`src/rtl/cpu_pkg.sv`:
```
// rtl/cpu_pkg.sv - shared types, constants and offset decode for the PC sequencer
package cpu_pkg;

   typedef enum logic [1:0] {
      IDLE = 2'd0,
      RUN  = 2'd1,
      HOLD = 2'd2,
      HALT = 2'd3
   } seq_state_e;

   localparam int          BR_OFF_SHIFT   = 19;
   localparam int          JAL_OFF_SHIFT  = 11;
   localparam logic [31:0] DEF_RESET_PC   = 32'h0000_0000;
   localparam logic [31:0] DEF_PC_STEP    = 32'd4;

   // The offset arrives left-aligned, so an arithmetic shift both sign-extends
   // and scales it to a byte offset; bit 0 is forced low as it is never encoded.
   function automatic logic [31:0] decode_offset(input logic [31:0] off, input logic is_jump);
      logic [31:0] d;
      if (is_jump)
         d = $unsigned($signed(off) >>> JAL_OFF_SHIFT);
      else
         d = $unsigned($signed(off) >>> BR_OFF_SHIFT);
      d[0] = 1'b0;
      return d;
   endfunction

endpackage

```
`src/rtl/cpu_target_calc.sv`:
```
// rtl/cpu_target_calc.sv - combinational redirect target computation
module cpu_target_calc
   import cpu_pkg::*;
(
   input  logic [31:0] redirect_pc,
   input  logic [31:0] offset,
   input  logic        redirect_is_jump,
   output logic [31:0] target,
   output logic        target_misaligned
);

   // Wrap-around past 2^32 is intentionally silent.
   assign target            = redirect_pc + decode_offset(offset, redirect_is_jump);
   assign target_misaligned = target[1];

endmodule

```
`src/rtl/cpu_pc_sequencer.sv`:
```
// rtl/cpu_pc_sequencer.sv - fetch PC sequencer with redirect, flush and misalignment halt
module cpu_pc_sequencer
   import cpu_pkg::*;
#(
   parameter logic [31:0] RESET_PC = DEF_RESET_PC,
   parameter logic [31:0] PC_STEP  = DEF_PC_STEP
) (
   input  logic        clk,
   input  logic        rst_n,
   input  logic        stall,
   input  logic        imem_ready,
   output logic        imem_valid,
   output logic [31:0] pc,
   input  logic        redirect_valid,
   input  logic        redirect_is_jump,
   input  logic        redirect_taken,
   input  logic [31:0] redirect_pc,
   input  logic [31:0] offset,
   output logic        flush,
   output logic [31:0] target,
   output logic        misaligned
);

   seq_state_e  state_q;
   logic [31:0] pc_q;
   logic [31:0] target_q;
   logic        flush_q;
   logic        misaligned_q;

   logic [31:0] calc_target;
   logic        calc_misaligned;
   logic        redirect_take;
   logic [31:0] pc_seq_d;

   cpu_target_calc u_target_calc (
      .redirect_pc       (redirect_pc),
      .offset            (offset),
      .redirect_is_jump  (redirect_is_jump),
      .target            (calc_target),
      .target_misaligned (calc_misaligned)
   );

   assign redirect_take = redirect_valid && (redirect_is_jump || redirect_taken);
   assign pc_seq_d      = pc_q + PC_STEP;

   // Request valid depends on state and stall only, never on imem_ready.
   always_comb begin
      imem_valid = 1'b0;
      case (state_q)
         RUN:     imem_valid = !stall;
         HOLD:    imem_valid = 1'b1;
         default: imem_valid = 1'b0;
      endcase
   end

   always_ff @(posedge clk) begin
      if (!rst_n) begin
         state_q      <= IDLE;
         pc_q         <= RESET_PC;
         target_q     <= 32'h0;
         flush_q      <= 1'b0;
         misaligned_q <= 1'b0;
      end else begin
         flush_q <= 1'b0;
         if (redirect_take && state_q != HALT) begin
            // A redirect retracts any pending request and beats the increment.
            flush_q  <= 1'b1;
            target_q <= calc_target;
            if (calc_misaligned) begin
               misaligned_q <= 1'b1;
               state_q      <= HALT;
            end else begin
               pc_q    <= calc_target;
               state_q <= RUN;
            end
         end else begin
            case (state_q)
               IDLE: state_q <= RUN;
               RUN: begin
                  if (imem_valid && imem_ready)
                     pc_q <= pc_seq_d;
                  else if (imem_valid)
                     state_q <= HOLD;
               end
               HOLD: begin
                  if (imem_ready) begin
                     pc_q    <= pc_seq_d;
                     state_q <= RUN;
                  end
               end
               default: state_q <= HALT;
            endcase
         end
      end
   end

   assign pc         = pc_q;
   assign target     = target_q;
   assign flush      = flush_q;
   assign misaligned = misaligned_q;

endmodule

```
`config.mk`:
```
export PLATFORM = sky130hd
export DESIGN_NAME = cpu_pc_sequencer
export DESIGN_NICKNAME = d
export VERILOG_FILES = /design/src/rtl/cpu_pkg.sv /design/src/rtl/cpu_target_calc.sv /design/src/rtl/cpu_pc_sequencer.sv
export SDC_FILE = /design/constraint.sdc
export NUM_CORES = 1
export LEC_CHECK = 0
export CORE_UTILIZATION = 54
export CTS_CLUSTER_DIAMETER = 40
export CTS_CLUSTER_SIZE = 16
export DETAILED_ROUTE_END_ITERATION = 10
export GPL_ROUTABILITY_DRIVEN = 0
export HOLD_SLACK_MARGIN = 0.15
export PLACE_DENSITY = 0.84
export RECOVER_POWER = 50
export SKIP_CTS_REPAIR_TIMING = 1
export SYNTH_ARGS = -nofsm -noshare
export SYNTH_HDL_FRONTEND = slang
export SYNTH_HIERARCHICAL = 1
export SYNTH_SLANG_ARGS = --single-unit
```
`constraint.sdc`:
```
create_clock -name clk -period 7.89 [get_ports clk]
set_input_delay 1.1835 -clock clk [delete_from_list [all_inputs] [get_ports clk]]
set_output_delay 1.1835 -clock clk [all_outputs]
set_load 0.02 [all_outputs]
```
==> flow_results.org <==
** Clock tree
- Number of levels the H-tree was split into :: 3
- The number of clock buffers added by TritonCTS is 9.
- TritonCTS clock tree :: yes
- Clock-pin slew was measured on the worst setup and hold paths at ~70 ps.
- Clock network latency to the later pin of the worst-skew pair :: 340 ps
- The clock passes through at most 2 buffers.
- Clk Tree Root Cell :: sky130_fd_sc_hd__clkbuf_8
- The clock net in this run drives a total of 68 sinks.

** Routing
- For this run, design rule violations remaining after detail routing come to 0.
- Post-DRT Antenna Nets :: 0
- Number of vias in the routed layout :: 6041
- Routed wirelength normalized by instance count :: 17.4 um
- The routed design has 16800 um of wire.
- Vias per cell :: 6.23
- The first detailed-routing pass took 7 iterations.
- For this block, the initial DRC count from the detailed router was 520.

** STA
- Worst clock skew :: roughly 9.6 ps
- Final hold violation count :: 0
- The count of pins over their slew limit came to 0.
- Measured against its own limit, the worst slew margin works out to 35.3%.
- Setup repair after global routing left no endpoint under its margin.
- Of the available clock period, the critical path in the final layout requires 63.2%.
- For the pin with the worst max-slew slack, the measured transition is 968 ps.
- Adding up every negative setup slack in the final design gives 0 ps.
- Based on the critical path, the design can be clocked at up to 201 MHz.
- Count of endpoints failing setup in the final report :: 0
- The clock period could shrink to 4990 ps.
- Across all setup checks in the final design, the least slack found is 2900 ps.

** Yosys
- Mean post-synth cell area :: about 7.5 um^2
- The number of nets handed over by synthesis was 840.
- By instance count, the leading cell after synthesis is sky130_fd_sc_hd__nand2_1.
- Fraction of registers with async set or reset after synthesis :: 0%
- Synthesis inferred 68 register bits.
- Number of distinct library cells after synthesis :: slightly below 80
- The synthesized netlist occupies a cell area of about 0.0055 mm^2.
- Among all flip-flop cells after synthesis, the most frequent one is sky130_fd_sc_hd__dfxtp_1.
- Count of flip-flops with a built-in enable after synthesis :: 0
- During synthesis, Yosys emitted a total of 6 warnings.
- Most common library cells after synthesis :: sky130_fd_sc_hd__nand2_1, sky130_fd_sc_hd__a21oi_1, sky130_fd_sc_hd__dfxtp_1
- Sequential cells were found to cover 24.9% of the synthesized design area.
- Cell type with the largest total area after synthesis :: sky130_fd_sc_hd__dfxtp_1
- Top cells by area in the synthesized netlist :: sky130_fd_sc_hd__dfxtp_1, sky130_fd_sc_hd__nand2_1, sky130_fd_sc_hd__ha_1, sky130_fd_sc_hd__a21oi_1, sky130_fd_sc_hd__nor2_1
- The share of synthesized area in the top cell type comes to 24.9%.
- Synthesis produced a netlist whose cell count is 733.

** Global routing
- GR Overflow Total :: 0
- Global-route wire length before repair :: roughly 27000 um
- The number of antenna violations at the first check in global routing was 0.
- In the global route stage, overall resource usage came out at between 30% and 40%.
- Number of global-route vias before repair :: 5760
- Pin count of the biggest net entering global routing :: 59

** Outcome
- Result of the run :: complete, no violations

** Cells and area
- The post-route netlist has just under 8% of its cells at a drive strength greater than 1.
- Area added between synthesis and finish :: 26.3%
- Non-filler instance count after layout :: 970
- Diodes inserted :: 0
- Number of filler instances in the final layout :: 825
- Final net count :: approximately 940

** Place
- In this run, placement finished with an instance count of 954.
- After legalization and detailed placement, the total HPWL measured 12700 um.
- Before CTS, the worst setup slack after placement is 2700 ps.
- Number of port buffers :: 125

** Setup path
- The signal on the critical path passes through dlygate4sd3_1 -> mux2_2 -> ha_1 -> fa_1 -> a21oi_1 -> o21ai_1 -> a21bo_2 -> nor3b_2 -> o2111a_1 -> nor4_1 -> o221ai_1 -> a21oi_1.
- The worst register-to-register path begins at state_q[0]$_SDFFE_PN0P_.
- For flop-to-flop paths, the worst setup slack is 5070 ps.
- STA puts the critical path data required time at 8160 ps.
- Maximum single-stage delay on the critical path :: 1080 ps
- The kind of cell with the highest combined delay along the critical path is compound AO/OA/AOI/OAI gates.
- Critical path origin :: redirect_is_jump
- Top cell by count, worst path :: sky130_fd_sc_hd__a21oi_1
- Buf+Inv Stages, Crit Path :: 1
- Data arrives at the worst endpoint at ~5300 ps.
- By startpoint and endpoint, the worst setup path is classified as primary input to register.
- Slowest cell on crit path :: sky130_fd_sc_hd__dlygate4sd3_1
- For the worst flop-to-flop path, the logic depth is 7.
- The worst setup path is launched from a primary input.
- Following the worst setup path forward leads to its endpoint at pc[29]$_SDFFE_PN0P_.
- Reg-to-Reg End :: pc[16]$_SDFFE_PN0P_
- STA classifies the critical path endpoint as a register.
- Critical Path Fanout Max :: 22
- WP depth :: 12

** Floorplanning
- Die extent in y :: 103 um
- The die covers 0.0105 mm^2.
- 138 I/O pins were placed.
- The die is 103 um wide.
- Placement Rows :: 36
- After floorplanning, the core was sized to cover 0.00977 mm^2.
- Initial Utilization :: 55.9%

** Worst hold path
- Counting instances, the worst hold path has a depth of 2.
- The worst hold path belongs to the class register to register.

** Pwr
- Across the VDD grid, the largest voltage drop is between 0.0001 and 0.00015 V.
- Leakage power of the design :: 2.74 nW
- The design draws 1.17 mW.
- Total power density per cell area :: roughly 170 mW/mm^2

** Run
- The tool flagged a number of max-cap violations equal to 0.
==> flip-flops by register name, summed over array words and instances (netlist names) <==
signal and count:
state_q 2, pc 32, flush 1, misaligned 1, target 32
==> worst min-delay path by stage <==
| stage | startpoint | end |
|---|---|---|
| 2_1_floorplan | target[23]$_SDFFE_PN0P_ | target[23]$_SDFFE_PN0P_ |
| 3_3_place_gp | target[5]$_SDFFE_PN0P_ | target[5]$_SDFFE_PN0P_ |
| 3_5_place_dp | target[0]$_SDFFE_PN0P_ | target[0]$_SDFFE_PN0P_ |
| 4_1_cts | target[0]$_SDFFE_PN0P_ | target[0]$_SDFFE_PN0P_ |
| 5_1_grt | target[0]$_SDFFE_PN0P_ | target[0]$_SDFFE_PN0P_ |
| 6_report | target[0]$_SDFFE_PN0P_ | target[0]$_SDFFE_PN0P_ |
==> tightest hold or removal path, delay by kind of cell, from the launching register on <==
family	cells	cell delay, ps
AND/OR/NAND/NOR	1	50
AO/OA/AOI/OAI	1	50
flip-flops	1	310
==> through the flow <==
step | hold WS (ps) | instance area [um^2] | util (%)
after floorplan | 533 | 5470 | -
after global routing | 469 | 6900 | 70.6
after detailed placement | 445 | 6710 | 68.7
after CTS | 455 | 6900 | 70.6
final | 452 | 6900 | 70.6
after global placement | 442 | 6710 | 68.7
==> cell families (layout without fill, tap and decap cells) <==
group / count (synthesis) / after routing / share of synthesized area (%)
AO/OA/AOI/OAI: 229 / 229 / 27.9
XOR/XNOR: 24 / 24 / 3.84
adder cells (fa/ha/maj): 36 / 36 / 8.38
buffers and inverters: 50 / 154 / 4.51
flip-flops: 68 / 68 / 24.9
multiplexers: 15 / 15 / 3.04
AND/OR/NAND/NOR: 311 / 311 / 27.4
==> power by group <==
group / switching, mW / internal (mW)
logic: 0.275 / 0.197
clock network: 0.132 / 0.154
registers: 0.0350 / 0.377
total: 0.442 / 0.728
==> metal layers <==
layer,vias up,global-route usage (%),wire length [um]
met4,0,13.5,496
met1,2796,40.2,6960
li1,2916,-,-
met2,277,56.4,8070
met3,52,6.10,1310
met5,-,0,0
==> layout by cell type, fill, tap and decap left out, types with 4 or more instances in the layout <==
cell / synthesis / layout
sky130_fd_sc_hd__xnor2_1: 14 / 14
sky130_fd_sc_hd__nor2_1: 55 / 54
sky130_fd_sc_hd__and4_1: 4 / 4
sky130_fd_sc_hd__or3_1: 8 / 8
sky130_fd_sc_hd__o21ai_0: 26 / 26
sky130_fd_sc_hd__inv_1: 8 / 8
sky130_fd_sc_hd__a21o_1: 17 / 17
sky130_fd_sc_hd__dlygate4sd3_1: 0 / 67
sky130_fd_sc_hd__dfxtp_1: 68 / 68
sky130_fd_sc_hd__ha_1: 35 / 35
sky130_fd_sc_hd__a21oi_1: 85 / 85
sky130_fd_sc_hd__nor4_1: 7 / 7
sky130_fd_sc_hd__nor3_1: 13 / 13
sky130_fd_sc_hd__nand3_1: 28 / 28
sky130_fd_sc_hd__mux2_2: 13 / 13
sky130_fd_sc_hd__buf_4: 2 / 4
sky130_fd_sc_hd__o22ai_1: 7 / 7
sky130_fd_sc_hd__and3_1: 5 / 5
sky130_fd_sc_hd__a31o_2: 5 / 5
sky130_fd_sc_hd__clkdlybuf4s50_1: 0 / 58
sky130_fd_sc_hd__a211oi_1: 5 / 5
sky130_fd_sc_hd__o21a_1: 9 / 9
sky130_fd_sc_hd__clkbuf_8: 2 / 10
sky130_fd_sc_hd__nor2b_1: 6 / 6
sky130_fd_sc_hd__a21boi_0: 5 / 5
sky130_fd_sc_hd__or2_2: 5 / 5
sky130_fd_sc_hd__o31ai_1: 7 / 7
sky130_fd_sc_hd__nand4_1: 17 / 17
sky130_fd_sc_hd__xor2_1: 10 / 10
sky130_fd_sc_hd__o31a_1: 4 / 4
sky130_fd_sc_hd__o21bai_1: 4 / 4
sky130_fd_sc_hd__nand2_1: 133 / 133
sky130_fd_sc_hd__a31oi_1: 11 / 11
sky130_fd_sc_hd__o221ai_1: 6 / 6
==> area by class of cell <==
type	count	area [um^2]	share of cell area, %
timing repair buffer	129	1280	18.6
multi-input combinational	615	3870	56.0
inverter	9	33.8	0.489
tap	133	166	2.41
sequential	68	1360	19.7
clock buffer	12	145	2.10
clock inverter	4	48.8	0.707
Power figures use the tool's default switching activity.
